### src/rtl/dbg_guv_log_arb_pkg.sv
// ---------------------------------------------------------------------------
// dbg_guv_log_arb_pkg
//
// Shared definitions for the dbg_guv log arbiter:
//   - DBG_GUV_LOG_FLIT_W  : width of one log/receipt flit (32 bits)
//   - DBG_GUV_LOG_SLICE   : selects source i's flit from a flattened bus
//   - DBG_GUV_AXIS_FLIT   : AXI-Stream handshake (flit moves when valid & ready)
//   - LOG_FLIT_W          : package-level copy of the flit width
//   - arb_state_e         : arbiter lock state
//
// No ports; this file is compiled ahead of the modules that import it.
// ---------------------------------------------------------------------------
`ifndef DBG_GUV_LOG_ARB_PKG_SV
`define DBG_GUV_LOG_ARB_PKG_SV

`define DBG_GUV_LOG_FLIT_W 32
`define DBG_GUV_LOG_SLICE(bus, i) bus[`DBG_GUV_LOG_FLIT_W*(i) +: `DBG_GUV_LOG_FLIT_W]
`define DBG_GUV_AXIS_FLIT(valid, ready) ((valid) && (ready))

package dbg_guv_log_arb_pkg;

    localparam int LOG_FLIT_W = `DBG_GUV_LOG_FLIT_W;

    // UNLOCKED: round-robin pick among valid sources.
    // LOCKED:   one source owns the output until its TLAST flit is accepted.
    typedef enum logic {
        ARB_UNLOCKED = 1'b0,
        ARB_LOCKED   = 1'b1
    } arb_state_e;

endpackage

`endif

### src/rtl/dbg_guv_log_arb_rr_pick.sv
// ---------------------------------------------------------------------------
// dbg_guv_log_arb_rr_pick
//
// Purely combinational round-robin picker. Scans the request vector starting
// at ptr and wrapping modulo N; returns the first requesting index.
//
// Parameters:
//   N  number of requesters
//   W  index width (2^W >= N)
// Ports:
//   req          in   N  request vector
//   ptr          in   W  highest-priority index (must be < N)
//   grant        out  W  index of the winning requester (0 when none)
//   grant_valid  out  1  at least one request present
// ---------------------------------------------------------------------------
module dbg_guv_log_arb_rr_pick
    import dbg_guv_log_arb_pkg::*;
#(
    parameter int N = 4,
    parameter int W = 2
) (
    input  logic [N-1:0] req,
    input  logic [W-1:0] ptr,
    output logic [W-1:0] grant,
    output logic         grant_valid
);

    // One extra bit so ptr + k can exceed N before the modulo fold.
    logic [W:0] cand;

    always_comb begin
        grant       = '0;
        grant_valid = 1'b0;
        cand        = '0;
        for (int k = 0; k < N; k++) begin
            cand = {1'b0, ptr} + (W+1)'(k);
            if (cand >= (W+1)'(N)) begin
                cand = cand - (W+1)'(N);
            end
            if (!grant_valid && req[cand[W-1:0]]) begin
                grant       = cand[W-1:0];
                grant_valid = 1'b1;
            end
        end
    end

endmodule

### src/rtl/dbg_guv_log_arb.sv
// ---------------------------------------------------------------------------
// dbg_guv_log_arb
//
// Packet-aware round-robin arbiter merging N_IN 32-bit log streams into one.
// A source that wins keeps the grant until its TLAST flit is accepted. The
// output is a single register stage (1-cycle latency, full throughput);
// in_TREADY depends combinationally on out_TREADY.
//
// Optional feature (macro DBG_GUV_LOG_ARB_TIMEOUT_EN): a stall watchdog that
// releases a lock whose owner has held TVALID low for 2^TIMEOUT_W-1 cycles
// and sets the sticky 'dropped' flag. Without the macro, 'dropped' is 0.
//
// Parameters: N_IN (2..16), SRC_W (2^SRC_W >= N_IN), TIMEOUT_W.
// Ports:
//   clk         in   1          clock
//   rst         in   1          asynchronous reset, active-low
//   in_TDATA    in   32*N_IN    flattened source data, source i at [32i+31:32i]
//   in_TVALID   in   N_IN       per-source valid
//   in_TREADY   out  N_IN       per-source ready
//   in_TLAST    in   N_IN       per-source end of packet
//   out_TDATA   out  32         merged data
//   out_TVALID  out  1          output valid
//   out_TREADY  in   1          downstream ready
//   out_TLAST   out  1          end of packet
//   out_TDEST   out  SRC_W      source index of the flit
//   dropped     out  1          sticky watchdog-release flag
// ---------------------------------------------------------------------------
module dbg_guv_log_arb
    import dbg_guv_log_arb_pkg::*;
#(
    parameter int N_IN      = 4,
    parameter int SRC_W     = 2,
    parameter int TIMEOUT_W = 8
) (
    input  logic                       clk,
    input  logic                       rst,
    input  logic [LOG_FLIT_W*N_IN-1:0] in_TDATA,
    input  logic [N_IN-1:0]            in_TVALID,
    output logic [N_IN-1:0]            in_TREADY,
    input  logic [N_IN-1:0]            in_TLAST,
    output logic [LOG_FLIT_W-1:0]      out_TDATA,
    output logic                       out_TVALID,
    input  logic                       out_TREADY,
    output logic                       out_TLAST,
    output logic [SRC_W-1:0]           out_TDEST,
    output logic                       dropped
);

    arb_state_e             state;
    arb_state_e             state_next;
    logic [SRC_W-1:0]       ptr;
    logic [SRC_W-1:0]       ptr_next;
    logic [SRC_W-1:0]       lock_src;
    logic [SRC_W-1:0]       lock_src_next;

    logic [SRC_W-1:0]       pick_idx;
    logic                   pick_valid;

    logic [SRC_W-1:0]       g;
    logic                   g_active;
    logic [LOG_FLIT_W-1:0]  g_data;
    logic                   g_last;
    logic                   g_valid;

    logic                   slot_free;
    logic                   accept;
    logic                   wd_expire;

    dbg_guv_log_arb_rr_pick #(
        .N (N_IN),
        .W (SRC_W)
    ) u_pick (
        .req         (in_TVALID),
        .ptr         (ptr),
        .grant       (pick_idx),
        .grant_valid (pick_valid)
    );

    // The output register can take a new flit when it is empty or draining.
    assign slot_free = !out_TVALID || out_TREADY;

    // Granted source: the round-robin winner when unlocked, the owner when
    // locked. A locked owner stays granted even while its TVALID is low.
    always_comb begin
        g        = pick_idx;
        g_active = pick_valid;
        if (state == ARB_LOCKED) begin
            g        = lock_src;
            g_active = 1'b1;
        end
    end

    // Mux the granted source's flit; other sources' data/last are ignored.
    always_comb begin
        g_data  = '0;
        g_last  = 1'b0;
        g_valid = 1'b0;
        for (int i = 0; i < N_IN; i++) begin
            if (g == SRC_W'(i)) begin
                g_data  = `DBG_GUV_LOG_SLICE(in_TDATA, i);
                g_last  = in_TLAST[i];
                g_valid = in_TVALID[i];
            end
        end
    end

    // Output process: only the granted source sees ready, and nobody does
    // while reset is asserted.
    always_comb begin
        in_TREADY = '0;
        if (rst && g_active && slot_free) begin
            for (int i = 0; i < N_IN; i++) begin
                if (g == SRC_W'(i)) begin
                    in_TREADY[i] = 1'b1;
                end
            end
        end
    end

    assign accept = `DBG_GUV_AXIS_FLIT(g_valid, |in_TREADY);

    // Next-state process: a TLAST acceptance ends the packet and advances the
    // pointer past the winner; any other acceptance locks onto the winner.
    always_comb begin
        state_next    = state;
        ptr_next      = ptr;
        lock_src_next = lock_src;
        if (accept) begin
            if (g_last) begin
                state_next = ARB_UNLOCKED;
                ptr_next   = (g == SRC_W'(N_IN-1)) ? '0 : g + 1'b1;
            end else begin
                state_next    = ARB_LOCKED;
                lock_src_next = g;
            end
        end else if (wd_expire) begin
            state_next = ARB_UNLOCKED;
            ptr_next   = (lock_src == SRC_W'(N_IN-1)) ? '0 : lock_src + 1'b1;
        end
    end

    // State register process.
    always_ff @(posedge clk or negedge rst) begin
        if (!rst) begin
            state    <= ARB_UNLOCKED;
            ptr      <= '0;
            lock_src <= '0;
        end else begin
            state    <= state_next;
            ptr      <= ptr_next;
            lock_src <= lock_src_next;
        end
    end

    // Output register: load on acceptance, empty when drained with nothing
    // new, and hold every field while stalled by the downstream.
    always_ff @(posedge clk or negedge rst) begin
        if (!rst) begin
            out_TVALID <= 1'b0;
            out_TDATA  <= '0;
            out_TLAST  <= 1'b0;
            out_TDEST  <= '0;
        end else if (slot_free) begin
            if (accept) begin
                out_TVALID <= 1'b1;
                out_TDATA  <= g_data;
                out_TLAST  <= g_last;
                out_TDEST  <= g;
            end else begin
                out_TVALID <= 1'b0;
            end
        end
    end

`ifdef DBG_GUV_LOG_ARB_TIMEOUT_EN
    localparam logic [TIMEOUT_W-1:0] WD_LAST = TIMEOUT_W'((1 << TIMEOUT_W) - 2);

    logic [TIMEOUT_W-1:0] wd_cnt;

    // Release fires on the cycle the count would reach 2^TIMEOUT_W-1.
    assign wd_expire = (state == ARB_LOCKED) && !g_valid && (wd_cnt == WD_LAST);

    // Watchdog counts owner-idle cycles while locked; cleared by any accepted
    // flit and whenever the arbiter is not locked, so each lock starts at 0.
    always_ff @(posedge clk or negedge rst) begin
        if (!rst) begin
            wd_cnt <= '0;
        end else if (accept || state != ARB_LOCKED || wd_expire) begin
            wd_cnt <= '0;
        end else if (!g_valid) begin
            wd_cnt <= wd_cnt + 1'b1;
        end
    end

    // Sticky until reset so the host can tell a packet was truncated.
    always_ff @(posedge clk or negedge rst) begin
        if (!rst) begin
            dropped <= 1'b0;
        end else if (wd_expire) begin
            dropped <= 1'b1;
        end
    end
`else
    logic [TIMEOUT_W-1:0] unused_timeout_w;

    assign unused_timeout_w = '0;
    assign wd_expire        = 1'b0;
    assign dropped          = 1'b0;
`endif

endmodule
### config.mk
export PLATFORM = sky130hd
export DESIGN_NAME = dbg_guv_log_arb
export DESIGN_NICKNAME = d
export VERILOG_FILES = /design/src/rtl/dbg_guv_log_arb_pkg.sv /design/src/rtl/dbg_guv_log_arb_rr_pick.sv /design/src/rtl/dbg_guv_log_arb.sv
export SDC_FILE = /design/constraint.sdc
export NUM_CORES = 1
export LEC_CHECK = 0
export BUFFER_PORTS_ARGS = -buffer_cell sky130_fd_sc_hd__buf_2
export CAP_MARGIN = 20
export CORE_MARGIN = 4
export CORE_UTILIZATION = 43
export CTS_CLUSTER_SIZE = 12
export DETAILED_ROUTE_END_ITERATION = 8
export HOLD_SLACK_MARGIN = 0.15
export PLACE_DENSITY = 0.81
export SLEW_MARGIN = 25
export SYNTH_ARGS = -nofsm -noshare
export SYNTH_HDL_FRONTEND = slang
export SYNTH_SLANG_ARGS = --single-unit
### constraint.sdc
create_clock -name clk -period 3.4 [get_ports clk]
set_input_delay 0.17 -clock clk [delete_from_list [all_inputs] [get_ports clk]]
set_output_delay 0.17 -clock clk [all_outputs]
set_load 0.05 [all_outputs]
==> results.md <==
- Status: finished clean
- Post-Syn Instances: 360
- Global route overflow: 0
- Post-synth EDFFs: 0
- Max-cap viol count: 0
- Main synth FF type: dfrtp_1
- Share of post-route cells with drive strength above 1: 0.390
- I/O Pins: 180
- Final Critical Period: about 3.0 ns
- Gr busiest metal: met2
- Worst-skew pair later-pin latency: 0.29 ns
- Crit path arrival time: 3.18 ns
- H-tree depth: 2
- Register area share after synthesis: 0.369
- All-Layer GR Usage: 0.221
- Clock Skew: 0.0110 ns
- CP Data Required Time: ~3.6 ns
- Grt met2 use: 0.400
- Worst hold path type: in -> reg
- Die width: 88.4 µm
- Nets: ~670
- Worst R2R Path Depth: 13
- DIE AREA: 7820 µm²
- Final cell count without fillers: 603
- Min-Delay Endpoint: out_TVALID$_DFFE_PN0P_
- Diode count: 0
- Ys Warns: 0
- CP Launch Type: flip-flop
- Clk root buf: clkbuf_8
- Cell mode on critical path: a21oi_1
- Inst Count DP: 594
- Drt total wl: 9010 µm
- Synthesis-to-finish area growth: 38.3%
- Fill count: 583
- Pin count of the biggest net entering global routing: 42
- Antenna violations before repair: 0
- Setup crit end kind: flip-flop
- Final Wtd Congestion: 0.828
- Async S/R FF share, synth: 1.00
- Post-DP HPWL: 6950 µm
- Leak: 1.90 nW
- Fin. Hold Viols: 0
- M1 GR Usage: 0.261
- Setup Buffers After CTS: 0
- R2R Setup Slk: 0.39 ns
- Setup TNS: 0 ns
- PnR Total Power: 4.66 mW
- Crit path kind: reg -> reg
- Relative max-transition margin: 0.659
- Placed Area: between 3000 and 4000 µm²
- CP Max Fanout: 40
- DRT iter0 DRCs: 124
- Max frequency: 332 MHz
- Yosys cell types: 35
- DR vias/cell: approximately 5.4
- Post-synth net total: between 500 and 600
- Number of global-route vias before repair: slightly above 3,000
- Mapped Area: 2780 µm²
- Port bufs: 178
- DRC violations left: 0
- Peak VDD IR: around 0.7 mV
- CORE AREA: 6310 µm²
- Register bit total from synthesis: 41
- Clock tree buffer depth: 2
- Final instance area: just under 4000 µm²
- RR Startpoint: ptr[1]$_DFFE_PN0P_
- TritonCTS sink count: 41
- P per Cell Area: 1210 nW/µm²
- Worst path slowest cell: dfrtp_1
- Worst-path clk slew: approximately 0.080 ns
- Vias: between 3,000 and 4,000
- TritonRoute pass-1 iters: 5
- RSZ-0062 raised after global routing: no
- Final worst path period share: 0.886
- Hold depth: 3
- Die Y: 88.4 µm
- WL/cell: 14.9 µm
- CTS tree: yes
- Initial core utilization: 0.441
- Max-slew violations: 0
- # setup viols final: 0
- Post-Syn Area per Cell: a little under 8 µm²
- First-pass GRT wire length: 13,600 µm
- Reg-to-reg critical path endpoint: out_TDATA[9]$_DFFE_PN0P_
- M3 GR Usage: 0.0484
- Final Util: 0.609
- Critical Path, Cell by Cell: nand2b_1, a21oi_1, a21oi_1, o31ai_2, inv_1, ha_2, buf_4, a21o_1, o221ai_1, a21boi_4, buf_4, nor2_1, a21oi_1
- Slowest stage delay, CP: roughly 0.44 ns
- Number of CTS-inserted buffers: 5
- Detail Route Antenna Nets: 0
- Site row count: 29
- Hold Crit Start: out_TREADY
- Slew @ Worst Pin: between 0.5 and 0.6 ns
## state kept, by name, summed over array words and instances (netlist names)
register,cells
lock_src,2
out_TDATA,32
out_TDEST,2
out_TLAST,1
out_TVALID,1
ptr,2
state,1
## placed cells by master, fill, tap and decap left out, types with 2 or more instances in the layout
master,Yosys,layout
a22oi_1,32,32
o21ai_0,33,33
nand2_1,39,39
o21a_1,33,33
nand2b_1,5,5
buf_4,7,13
a31oi_1,3,3
ha_1,4,3
nor2_1,39,39
inv_1,6,6
mux2_1,2,2
clkbuf_8,0,6
a21o_1,3,3
dfrtp_1,41,41
buf_2,6,178
a21oi_1,68,68
## how the worst max path moves through the flow
stage	start	endpoint	slack (ns)	cells after the start
after global routing	ptr[1]$_DFFE_PN0P_	lock_src[0]$_DFFE_PN0P_	0.13	12
after CTS	ptr[1]$_DFFE_PN0P_	out_TDATA[7]$_DFFE_PN0P_	0.25	13
after detailed placement	ptr[1]$_DFFE_PN0P_	out_TDATA[7]$_DFFE_PN0P_	0.25	13
final	ptr[1]$_DFFE_PN0P_	out_TDATA[9]$_DFFE_PN0P_	0.39	13
after global placement	ptr[1]$_DFFE_PN0P_	lock_src[0]$_DFFE_PN0P_	0.42	12
after floorplan	ptr[1]$_DFFE_PN0P_	ptr[0]$_DFFE_PN0P_	0.68	13
## stage by stage
| step | setup WS (ns) | hold WS [ns] |
|---|---|---|
| global route | 0.126 | 0.187 |
| finish | 0.387 | 0.177 |
| detailed placement | 0.250 | 0.341 |
| floorplan | 0.681 | -0.126 |
| global placement | 0.416 | 0.337 |
| CTS | 0.250 | 0.171 |
## cells in the mapped netlist (5+ instances only)
cell type | count | area share
dfrtp_1 | 41 | 0.37
o21a_1 | 33 | 0.089
nand2_1 | 39 | 0.053
o21ai_0 | 33 | 0.059
clkbuf_1 | 18 | 0.024
buf_2 | 6 | 0.011
nand2b_1 | 5 | 0.011
nor2_1 | 39 | 0.053
inv_1 | 6 | 0.0081
buf_4 | 7 | 0.019
a22oi_1 | 32 | 0.086
a21oi_1 | 68 | 0.12
## layer usage
metal,vias up,part of all wire
met2,167,0.49
met4,0,0.013
met1,1484,0.40
met3,12,0.099
li1,1611,-
met5,-,0
## critical path, delay by kind of cell, from the launching register on
kind / cells / cell delay [ns]
AOI/OAI and AO/OA: 7 / 1.25
adders and majority gates: 1 / 0.22
buffers and inverters: 3 / 0.62
DFF: 1 / 0.44
and+or+nand+nor: 2 / 0.33
## where the power goes
group,internal (mW),switching [mW],total [mW]
Clock,0.239,0.165,0.404
Combinational,1.11,2.25,3.37
Sequential,0.748,0.144,0.892
Total,2.10,2.56,4.66
## kinds of logic after synthesis
group,Yosys count,synth area share
AOI/OAI and AO/OA,180,0.396
buffers and inverters,42,0.0688
muxes,4,0.0175
other,1,0.00135
and+or+nand+nor,88,0.129
adders and majority gates,4,0.0180
DFF,41,0.369
## final cells by class
cell class                 count  area, µm²  share of cell area
clock buffer                   7       86.3              0.0224
clock inverter                 1       30.0             0.00781
inverter                       8       30.0             0.00781
multi-input combinational    277       1580               0.411
sequential                    41       1030               0.267
tap                           77       96.3              0.0250
timing repair buffer         192        998               0.260
## timing repair
action	4_1_cts	5_1_grt
gates resized for setup	0	1
hold endpoints to repair	41	0
hold buffers	1	0
setup endpoints to repair	0	22
Power figures use the tool's default switching activity.
